### src/rtl/data_sram_slave_pkg.sv
// Shared constants and types for the data-SRAM responder: RAM latency, LFSR
// seed/taps, access-size encodings and the response-pipeline tag.
package data_sram_slave_pkg;

  localparam int          RAM_LAT   = 1;
  localparam logic [15:0] LFSR_SEED = 16'hACE1;
  // Taps 16/14/13/11 of a right-shifting Fibonacci LFSR sit at bits 0/2/3/5.
  localparam logic [15:0] LFSR_TAPS = 16'h002D;

  typedef enum logic [1:0] {
    SIZE_B = 2'd0,
    SIZE_H = 2'd1,
    SIZE_W = 2'd2
  } size_e;

  typedef struct packed {
    logic rd;
    logic oob;
  } resp_tag_t;

  function automatic logic [15:0] lfsr_next(input logic [15:0] s);
    return {^(s & LFSR_TAPS), s[15:1]};
  endfunction

endpackage

### src/rtl/data_sram_slave_resp_pipe.sv
// LAT-deep response delay line: stage 1 resolves RAM read data against its tag,
// later stages shift it; the output word holds between completions.
module sram_resp_pipe
  import data_sram_slave_pkg::*;
#(
  parameter int LAT = 1
) (
  input  logic        clk,
  input  logic        rstn,
  input  logic        in_valid,
  input  resp_tag_t   in_tag,
  input  logic [31:0] ram_rdata,
  output logic        out_valid,
  output logic [31:0] out_data
);

  logic [LAT-1:0] vld_q;
  resp_tag_t      tag_q;
  logic [31:0]    cap_data;
  logic [31:0]    last_data;
  logic [31:0]    hold_q;

  // NOTE: sequential state uses non-blocking assignments so every stage samples pre-edge values.
  always_ff @(posedge clk) begin
    if (!rstn) vld_q <= '0;
    else       vld_q <= LAT'({vld_q, in_valid});
  end

  // NOTE: tag and data registers carry no reset; the valid bits alone qualify them.
  always_ff @(posedge clk) begin
    tag_q <= in_tag;
  end

  assign cap_data = (tag_q.rd && !tag_q.oob) ? ram_rdata : '0;

  if (LAT == RAM_LAT) begin : g_direct
    assign last_data = cap_data;
  end else begin : g_shift
    logic [31:0] dat_q [LAT-RAM_LAT];
    always_ff @(posedge clk) begin
      dat_q[0] <= cap_data;
      for (int i = 1; i < LAT - RAM_LAT; i++) dat_q[i] <= dat_q[i-1];
    end
    assign last_data = dat_q[LAT-RAM_LAT-1];
  end

  always_ff @(posedge clk) begin
    if (!rstn)          hold_q <= '0;
    else if (out_valid) hold_q <= last_data;
  end

  assign out_valid = vld_q[LAT-1];
  assign out_data  = out_valid ? last_data : hold_q;

endmodule

### src/rtl/data_sram_slave.sv
// Responder for the core's data-SRAM req/addr_ok/data_ok protocol: decodes the
// region, drives a 1-cycle block-RAM port and returns in-order completions.
module data_sram_slave
  import data_sram_slave_pkg::*;
#(
  parameter int          ADDR_W   = 16,
  parameter logic [31:0] BASE     = 32'h0000_0000,
  parameter int          RESP_LAT = 1,
  parameter int          MAX_OS   = 2,
  parameter int          STALL_EN = 0
) (
  input  logic              clk,
  input  logic              rstn,
  input  logic              data_sram_req,
  input  logic              data_sram_wr,
  input  logic [1:0]        data_sram_size,
  input  logic [3:0]        data_sram_wstrb,
  input  logic [31:0]       data_sram_addr,
  input  logic [31:0]       data_sram_wdata,
  output logic              data_sram_addr_ok,
  output logic              data_sram_data_ok,
  output logic [31:0]       data_sram_rdata,
  output logic              ram_en,
  output logic [3:0]        ram_we,
  output logic [ADDR_W-1:0] ram_addr,
  output logic [31:0]       ram_wdata,
  input  logic [31:0]       ram_rdata
);

  localparam int CNT_W = $clog2(MAX_OS + 1);

  logic [CNT_W-1:0] cnt_q;
  logic [15:0]      lfsr_q;
  logic             oob;
  logic             room;
  logic             stall_now;
  logic             hs;
  logic             unused_ok;

  // Size and byte offset are already resolved by the initiator.
  assign unused_ok = ^{data_sram_size, data_sram_addr[1:0]};

  assign oob       = data_sram_addr[31:ADDR_W+2] != BASE[31:ADDR_W+2];
  // A completion this cycle frees its slot for a same-cycle acceptance.
  assign room      = (cnt_q - CNT_W'(data_sram_data_ok)) < CNT_W'(MAX_OS);
  assign stall_now = (STALL_EN != 0) && (lfsr_q[1:0] == 2'b00);
  assign hs        = rstn && data_sram_req && room && !stall_now;

  assign data_sram_addr_ok = hs;
  assign ram_en            = hs && !oob;
  assign ram_we            = (hs && data_sram_wr && !oob) ? data_sram_wstrb : 4'b0000;
  assign ram_addr          = data_sram_addr[ADDR_W+1:2];
  assign ram_wdata         = data_sram_wdata;

  always_ff @(posedge clk) begin
    if (!rstn) begin
      cnt_q  <= '0;
      lfsr_q <= LFSR_SEED;
    end else begin
      cnt_q  <= cnt_q + CNT_W'(hs) - CNT_W'(data_sram_data_ok);
      lfsr_q <= lfsr_next(lfsr_q);
    end
  end

  sram_resp_pipe #(
    .LAT (RESP_LAT)
  ) u_resp_pipe (
    .clk       (clk),
    .rstn      (rstn),
    .in_valid  (hs),
    .in_tag    ('{rd: !data_sram_wr, oob: oob}),
    .ram_rdata (ram_rdata),
    .out_valid (data_sram_data_ok),
    .out_data  (data_sram_rdata)
  );

endmodule

### config.mk
export PLATFORM = sky130hd
export DESIGN_NAME = data_sram_slave
export DESIGN_NICKNAME = d
export VERILOG_FILES = /design/src/rtl/data_sram_slave_pkg.sv /design/src/rtl/data_sram_slave_resp_pipe.sv /design/src/rtl/data_sram_slave.sv
export SDC_FILE = /design/constraint.sdc
export NUM_CORES = 1
export LEC_CHECK = 0
export ABC_AREA = 1
export CAP_MARGIN = 25
export CORE_MARGIN = 8
export CORE_UTILIZATION = 35
export DETAILED_ROUTE_END_ITERATION = 8
export GPL_ROUTABILITY_DRIVEN = 0
export PLACE_DENSITY = 0.95
export REMOVE_ABC_BUFFERS = 1
export SETUP_SLACK_MARGIN = 0.02
export SLEW_MARGIN = 10
export SYNTH_ARGS = -nofsm -noshare
export SYNTH_HDL_FRONTEND = slang
export SYNTH_HIERARCHICAL = 1
export SYNTH_SLANG_ARGS = --single-unit
### constraint.sdc
create_clock -name clk -period 1.8 [get_ports clk]
set_input_delay 0.36 -clock clk [delete_from_list [all_inputs] [get_ports clk]]
set_output_delay 0.36 -clock clk [all_outputs]
set_load 0.05 [all_outputs]
-- Yosys cells after proc, flatten, opt, wreduce, memory -nomap -nowiden
Index checks and enable logic that the tools add are counted.
- logic and storage cells: 22
- output and inout port bits: 87
- flip-flop bits (word level): 37
- input bits: 106
- magnitude comparators: 1
- muxes and demuxes: 3
- add/subtract/negate cells: 3
- reductions and logical operators: 10
- operators by type and width (kind ; count):
    32-bit two-way mux ; 2
    14-bit nonzero test ; 1
    1-bit logical AND ; 6
    4-bit two-way mux ; 1
    2-bit by 1-bit subtractor with 2-bit output ; 2
    1-bit zero test ; 3
    2-bit by 1-bit adder with 2-bit output ; 1
    2-bit < comparator (second input constant) ; 1

-- Logic depth before layout (Yosys ltp)
Gate-level depths: netlist (run 1).
- depth after elaboration: 6
- gate-level depth with buffers: 11
- gate-level depth less buffers: 11

-- By module
The synthesis (run 1) kept the hierarchy.
- modules (own cells, without submodules) (module ; times used ; sequential area each (um^2) ; area each (um^2) ; cells an instance):
    sram_resp_pipe ; 1 ; 700.7 ; 1601.5 ; 246
    data_sram_slave ; 1 ; 40.0 ; 645.6 ; 92

-- Least setup slack after synthesis (run 1)
OpenSTA, ideal clock, no wires.
- path kind: register -> output
- start: register u_resp_pipe.vld_q, in the netlist u_resp_pipe/out_valid
- end: output ram_we[0]
- required time: 1.440 ns
- path slack: -0.399 ns
- arrival time: 1.839 ns
- cell stages (with the launch flop): 6
- buffers on the path: 0
- cells stage by stage: dfxtp_1 ha_1 nand2_1 nand2_2 nand3_2 nor3_2
- word-level cells in the longest chain between the ends: 6
- ends and longest elaborated chain (item ; line ; RTL):
    start: declaration ; data_sram_slave_resp_pipe.sv:17 ; logic [LAT-1:0] vld_q;
    start signal: assignment ; data_sram_slave_resp_pipe.sv:26 ; else vld_q <= LAT'({vld_q, in_valid});
    2-bit by 1-bit subtractor with 2-bit output ; data_sram_slave.sv:45 ; assign room = (cnt_q - CNT_W'(data_sram_data_ok)) < CNT_W'(MAX_OS);
    2-bit < comparator ; data_sram_slave.sv:45 ;
    1-bit logical AND ; data_sram_slave.sv:47 ; assign hs = rstn && data_sram_req && room && !stall_now;
    1-bit logical AND (2 in series) ; data_sram_slave.sv:51 ; assign ram_we = (hs && data_sram_wr && !oob) ? data_sram_wstrb : 4'b0000;
    4-bit two-way mux ; data_sram_slave.sv:51 ;
    end: declaration ; data_sram_slave.sv:24 ; output logic [3:0] ram_we,
Every way passes these cells.

-- Worst setup path in the final report (run 1)
- start: input rstn
- end: output ram_we[1]
- word-level cells in the longest chain between the ends: 5
- ends and longest elaborated chain (item ; line ; RTL):
    start: declaration ; data_sram_slave.sv:13 ; input logic rstn,
    1-bit logical AND (2 in series) ; data_sram_slave.sv:47 ;
    1-bit logical AND (2 in series) ; data_sram_slave.sv:51 ;
    4-bit two-way mux ; data_sram_slave.sv:51 ;
Every way passes these cells.

==> qor.yml, run 1 <==
status: "complete, but fails checks"
violations: "setup timing"
h-tree-depth: 2
rows: 29
cp_slowest_stage_delay_ns: 0.48
cp.arrival_ns: 1.51
reg2reg_to: "cnt_q[1]"
gr-total-overflow: 0
required_ns: 1.44
rsz0062_at_grt: "true"
synth-main-ff-cell: "dfxtp_1"
syn-instance-count: 338
area_delta_synth_final_pct: 42.8
powerDensity_nw_per_um2: 559
worstSetupEndpointType: "primary output"
cts_tree: "built"
chipHeight_um: 96.1
fin_nets: 497
final_core_util: 0.511
clk_latency_ns: 0.28
synthesis.area_um2: 2250
grt_pass1_vias: 2127
cts-root-buf: "clkbuf_8"
path_cells: "clkdlybuf4s50_1 > nand2_1 > clkinv_2 > nand3_4 > nor3_4 > buf_12"
hpwl_um: 6170
timing.hold.ws_ns: 0.471
cts_sinks: 37
design_area_um2: 3210
placed_cells: 455
synthDistinctLibCells: 20
dr.pass1.iters: 4
finalHoldViolations: 0
r2r-start: "u_resp_pipe/out_valid"
clock.fmax_mhz: 536
finalNonFillerCells: 466
cts.path.max_buffers: 2
worstPathMaxFanout: 4
ys_top_cells_by_count: "135 x nand2_1, 53 x buf_4, 47 x inv_1, 37 x dfxtp_1, 32 x a21oi_1"
min_to: "u_resp_pipe/hold_q[13]"
worst_pin_slew_ns: 0.198
core_area_um2: 6280
power_leakage_nw: 1.76
hold_buffers: 0
finalSetupViolCount: 11
start_util: 0.358
numCtsBuffers: 5
drc: 0
clkTransAtPathRegs_ns: 0.07
layout_setup_ws_ns: -0.0667
async_flop_share: 0
synth_area_leaders: "dfxtp_1 33%, nand2_1 23%, buf_4 18%"
vias: 2106
min_path_type: "register to register"
final_antenna_net_count: 0
die-area_um2: 9240
cap_violations: 0
grt_usage: 0.162
synth_top_area_share: 0.330
slew_headroom: 0.868
ff2ff_setup_slack_ns: 0.22
ir_worst_vdd_v: 0.000342
maxSlewViolCount: 0
ys_warn_count: 6
syn_avg_cell_area_um2: 6.65
ys_seq_elements: 37
finalCritPeriodShare: 1.04
period_minus_slack_ns: 1.87
grt_max_degree: 19
synth.largest_area_cell: "dfxtp_1"
r2r_cells: 11
wire_per_inst_um: 16.4
dpl_cell_area_um2: 2870
path_class: "input pin to primary output"
grt_antenna_before_repair: 0
fin_worst_skew_ns: 0.00599
via_per_inst: 4.52
cp-startpoint: "rstn"
grt_pass1_wl_um: 11100
hp-start: "u_resp_pipe/hold_q[13]"
portBuffers: 92
insertedDiodeCount: 0
chipWidth_um: 96.1
wl_um: 7640
critPathSlowestCell: "clkdlybuf4s50_1"
start_kind: "input pin"
drive_above_1_share: 0.224
post-synth-top-count-cell: "nand2_1"
drt_iter0_markers: 105
min_path_cells: 2
seq_area_frac_synth: 0.330
io_pins: 193
synth-edff-count: 0
## worst max-delay path by stage
stage	endpoint	slack, ns	cells past startpoint
3_3_place_gp	ram_we[1]	-0.14	6
6_report	ram_we[1]	-0.07	6
4_1_cts	ram_we[1]	-0.12	8
5_1_grt	ram_we[1]	-0.16	7
3_5_place_dp	ram_we[2]	-0.17	6
2_1_floorplan	ram_we[0]	-0.95	5
## registers in the layout (all words and copies together), names as in the netlist
name / cells
cnt_q: 2
u_resp_pipe/hold_q: 32
u_resp_pipe/out_valid: 1
u_resp_pipe/tag_q: 2
## through the flow
stage               total power [mW]  setup WS, ns  setup TNS, ns
finish                          1.79       -0.0667         -0.236
global placement                1.10        -0.140         -0.679
floorplan                      0.938        -0.950         -30.15
global route                    1.89        -0.158          -2.66
detailed placement              1.11        -0.175         -0.843
CTS                             1.82        -0.121          -1.16
## cells by family after synthesis
| family | after synthesis | synth area share |
|---|---|---|
| simple gates | 155 | 0.292 |
| buf+inv | 110 | 0.290 |
| flops | 37 | 0.330 |
| fa+ha+maj | 2 | 0.0111 |
| compound gates | 34 | 0.0774 |
## worst max-delay path: cells and delay by family
kind	cells	cell delay, ns
buffers and inverters	3	0.71
and+or+nand+nor	3	0.44
## layout make-up
class	instances	area (µm²)
repair buffers	105	1140
inverters	49	193
multi-input cells	191	925
flip-flops and latches	37	746
well taps	77	96.3
clock inverters	2	35.0
fillers	594	3070
clock buffers	5	68.8
## metal layers
metal / track usage / part of all wire / up-vias
met4: 0.0282 / 0.0038 / 4
met1: 0.159 / 0.35 / 890
met3: 0.169 / 0.22 / 8
li1: - / - / 1056
met2: 0.226 / 0.41 / 148
met5: 0.100 / 0.016 / -
## placed cells by master (no fill, tap or decap), types with 3 or more instances in the layout
master	count
nand2_1	132
inv_2	3
nor2_1	4
clkbuf_8	5
inv_1	44
buf_12	8
nand2_2	5
clkdlybuf4s50_1	39
dlygate4sd2_1	14
dfxtp_1	35
buf_4	13
nor2_4	4
nor3_4	4
a21oi_1	32
buf_6	29
## power breakdown
part | internal, mW | switching [mW] | leakage, nW
clock | 0.402 | 0.269 | 0.0540
sequential | 0.827 | 0.00459 | 0.300
combinational | 0.162 | 0.127 | 1.41
total | 1.39 | 0.401 | 1.76
## timing repair
| action | CTS | global route |
|---|---|---|
| gates resized for setup | 41 | 28 |
| pin swaps | 19 | 10 |
| setup endpoints to repair | 38 | 38 |
| cloned | 1 | 0 |
| setup buffers | 3 | 0 |
No activity file was read; power rests on OpenSTA's default activity.
==> inputs of run 2 (changes only) <==
- SETUP_SLACK_MARGIN: 0.02 -> 0.4
==> run 2 against run 1 <==
Net effect:
- the run still ends with setup timing left
- cell count up 0.21%
- clock power about the same
- die area unchanged
- combinational power up 8.0%
- sequential share of layout area down 0.34 points
- sequential cell count unchanged
- sequential power about the same
- non-clock buffer count up 1
- first-iteration DRC count down 4.8%
- global-route usage about the same
- wire length up 1.7%
- total power up 1.3%
- critical endpoint unchanged
==> qor.yml, run 2 (synthesized netlist as in run 1, its figures left out) <==
status: "complete, but fails checks"
violations: "setup timing"
start_util: 0.358
wl_um: 7770
dr.pass1.iters: 4
grt_pass1_vias: 2125
hpwl_um: 6170
io_pins: 193
reg_top3: "u_resp_pipe/hold_q x32, cnt_q x2, u_resp_pipe/tag_q x2"
fin_nets: 498
grt_usage: 0.162
mostFrequentLayoutCells: "130 x nand2_1, 43 x inv_1, 39 x clkdlybuf4s50_1"
finalNonFillerCells: 467
final_antenna_net_count: 0
core_area_um2: 6280
clk_latency_ns: 0.28
worstSetupEndpointType: "primary output"
chipHeight_um: 96.1
drive_above_1_share: 0.236
largest_reg_flops: 32
grt_antenna_before_repair: 0
finalHoldViolations: 0
gr-total-overflow: 0
finalPower_mw: 1.82
h-tree-depth: 2
path_cells: "clkdlybuf4s50_1 > nand2_1 > clkinv_2 > nand3_4 > nor3_4 > buf_12"
cp.arrival_ns: 1.52
cts-root-buf: "clkbuf_8"
slew_headroom: 0.867
cts_sinks: 37
cap_violations: 0
maxSlewViolCount: 0
crit_buf_inv: 3
powerDensity_nw_per_um2: 558
portBuffers: 92
layout_commonest_cell: "nand2_1"
cts_tree: "built"
placed_cells: 455
period_minus_slack_ns: 1.88
worstPathMaxFanout: 4
clock.fmax_mhz: 532
rsz0062_at_grt: "true"
r2r-start: "cnt_q[0]"
required_ns: 1.44
finalCritPeriodShare: 1.04
critPathSlowestCell: "clkdlybuf4s50_1"
pre_cts_ws_ns: -0.175
regMostFlops: "u_resp_pipe/hold_q"
via_per_inst: 4.53
area_delta_synth_final_pct: 44.9
min_path_type: "register to register"
hp-start: "u_resp_pipe/hold_q[13]"
die-area_um2: 9240
cp-startpoint: "rstn"
layout_setup_ws_ns: -0.0803
drc: 0
vias: 2115
fin_setup_tns_ns: -0.459
final_core_util: 0.519
wire_per_inst_um: 16.6
path_class: "input pin to primary output"
cts.path.max_buffers: 2
numCtsBuffers: 5
grt_max_degree: 19
finalSetupViolCount: 17
chipWidth_um: 96.1
start_kind: "input pin"
worst_pin_slew_ns: 0.200
drt_iter0_markers: 100
grt_pass1_wl_um: 11100
ir_worst_vdd_v: 0.000342
cp_slowest_stage_delay_ns: 0.48
power_leakage_nw: 1.77
fin_worst_skew_ns: 0.00689
clkTransAtPathRegs_ns: 0.07
rows: 29
crit_family: "buffers and inverters"
insertedDiodeCount: 0
==> run 2: metrics by stage <==
stage,cell area [µm²],hold WS (ns)
after global routing,3260,0.488
after detailed placement,2870,0.463
final,3260,0.471
after global placement,2870,0.459
after floorplan,1780,0.417
after CTS,3100,0.474
==> run 2: worst min-delay path, delay by kind of cell (launching register included) <==
| family | cells | cell delay (ns) |
|---|---|---|
| and+or+nand+nor | 1 | 0.07 |
| AOI/OAI and AO/OA | 1 | 0.06 |
| DFF | 1 | 0.30 |
==> run 2: where the power goes <==
group	total (mW)	switching, mW	internal, mW
clock	0.672	0.270	0.402
sequential	0.833	0.00529	0.827
combinational	0.312	0.137	0.174
==> run 2: worst paths after layout <==
check	depth (start not counted)	to	slack, ns
max	6	ram_we[1]	-0.08
min	2	u_resp_pipe/hold_q[13]	0.47
max reg2reg	14	cnt_q[1]	0.19
min reg2reg	2	u_resp_pipe/hold_q[13]	0.47
==> run 2: final cells by class <==
| type | count | area (µm²) |
|---|---|---|
| well taps | 77 | 96.3 |
| clock inverters | 2 | 35.0 |
| repair buffers | 106 | 1170 |
| inverters | 49 | 195 |
| fillers | 580 | 3020 |
| flip-flops and latches | 37 | 746 |
| clock buffers | 5 | 68.8 |
| multi-input cells | 191 | 947 |
==> run 2: metal layers <==
metal	vias to the layer above	share of wire	GRT usage
met2	151	0.42	0.226
met1	892	0.35	0.159
li1	1060	-	-
met4	4	0.0037	0.0282
met3	8	0.22	0.169
met5	-	0.015	0.100
==> run 2: repair_timing <==
item / in CTS / in global routing
hold buffers: 0 / 0
gates resized for setup: 40 / 40
gates cloned: 1 / 0
buffers inserted: 3 / 1
pin swaps: 19 / 10
endpoints found under the setup margin: 41 / 42
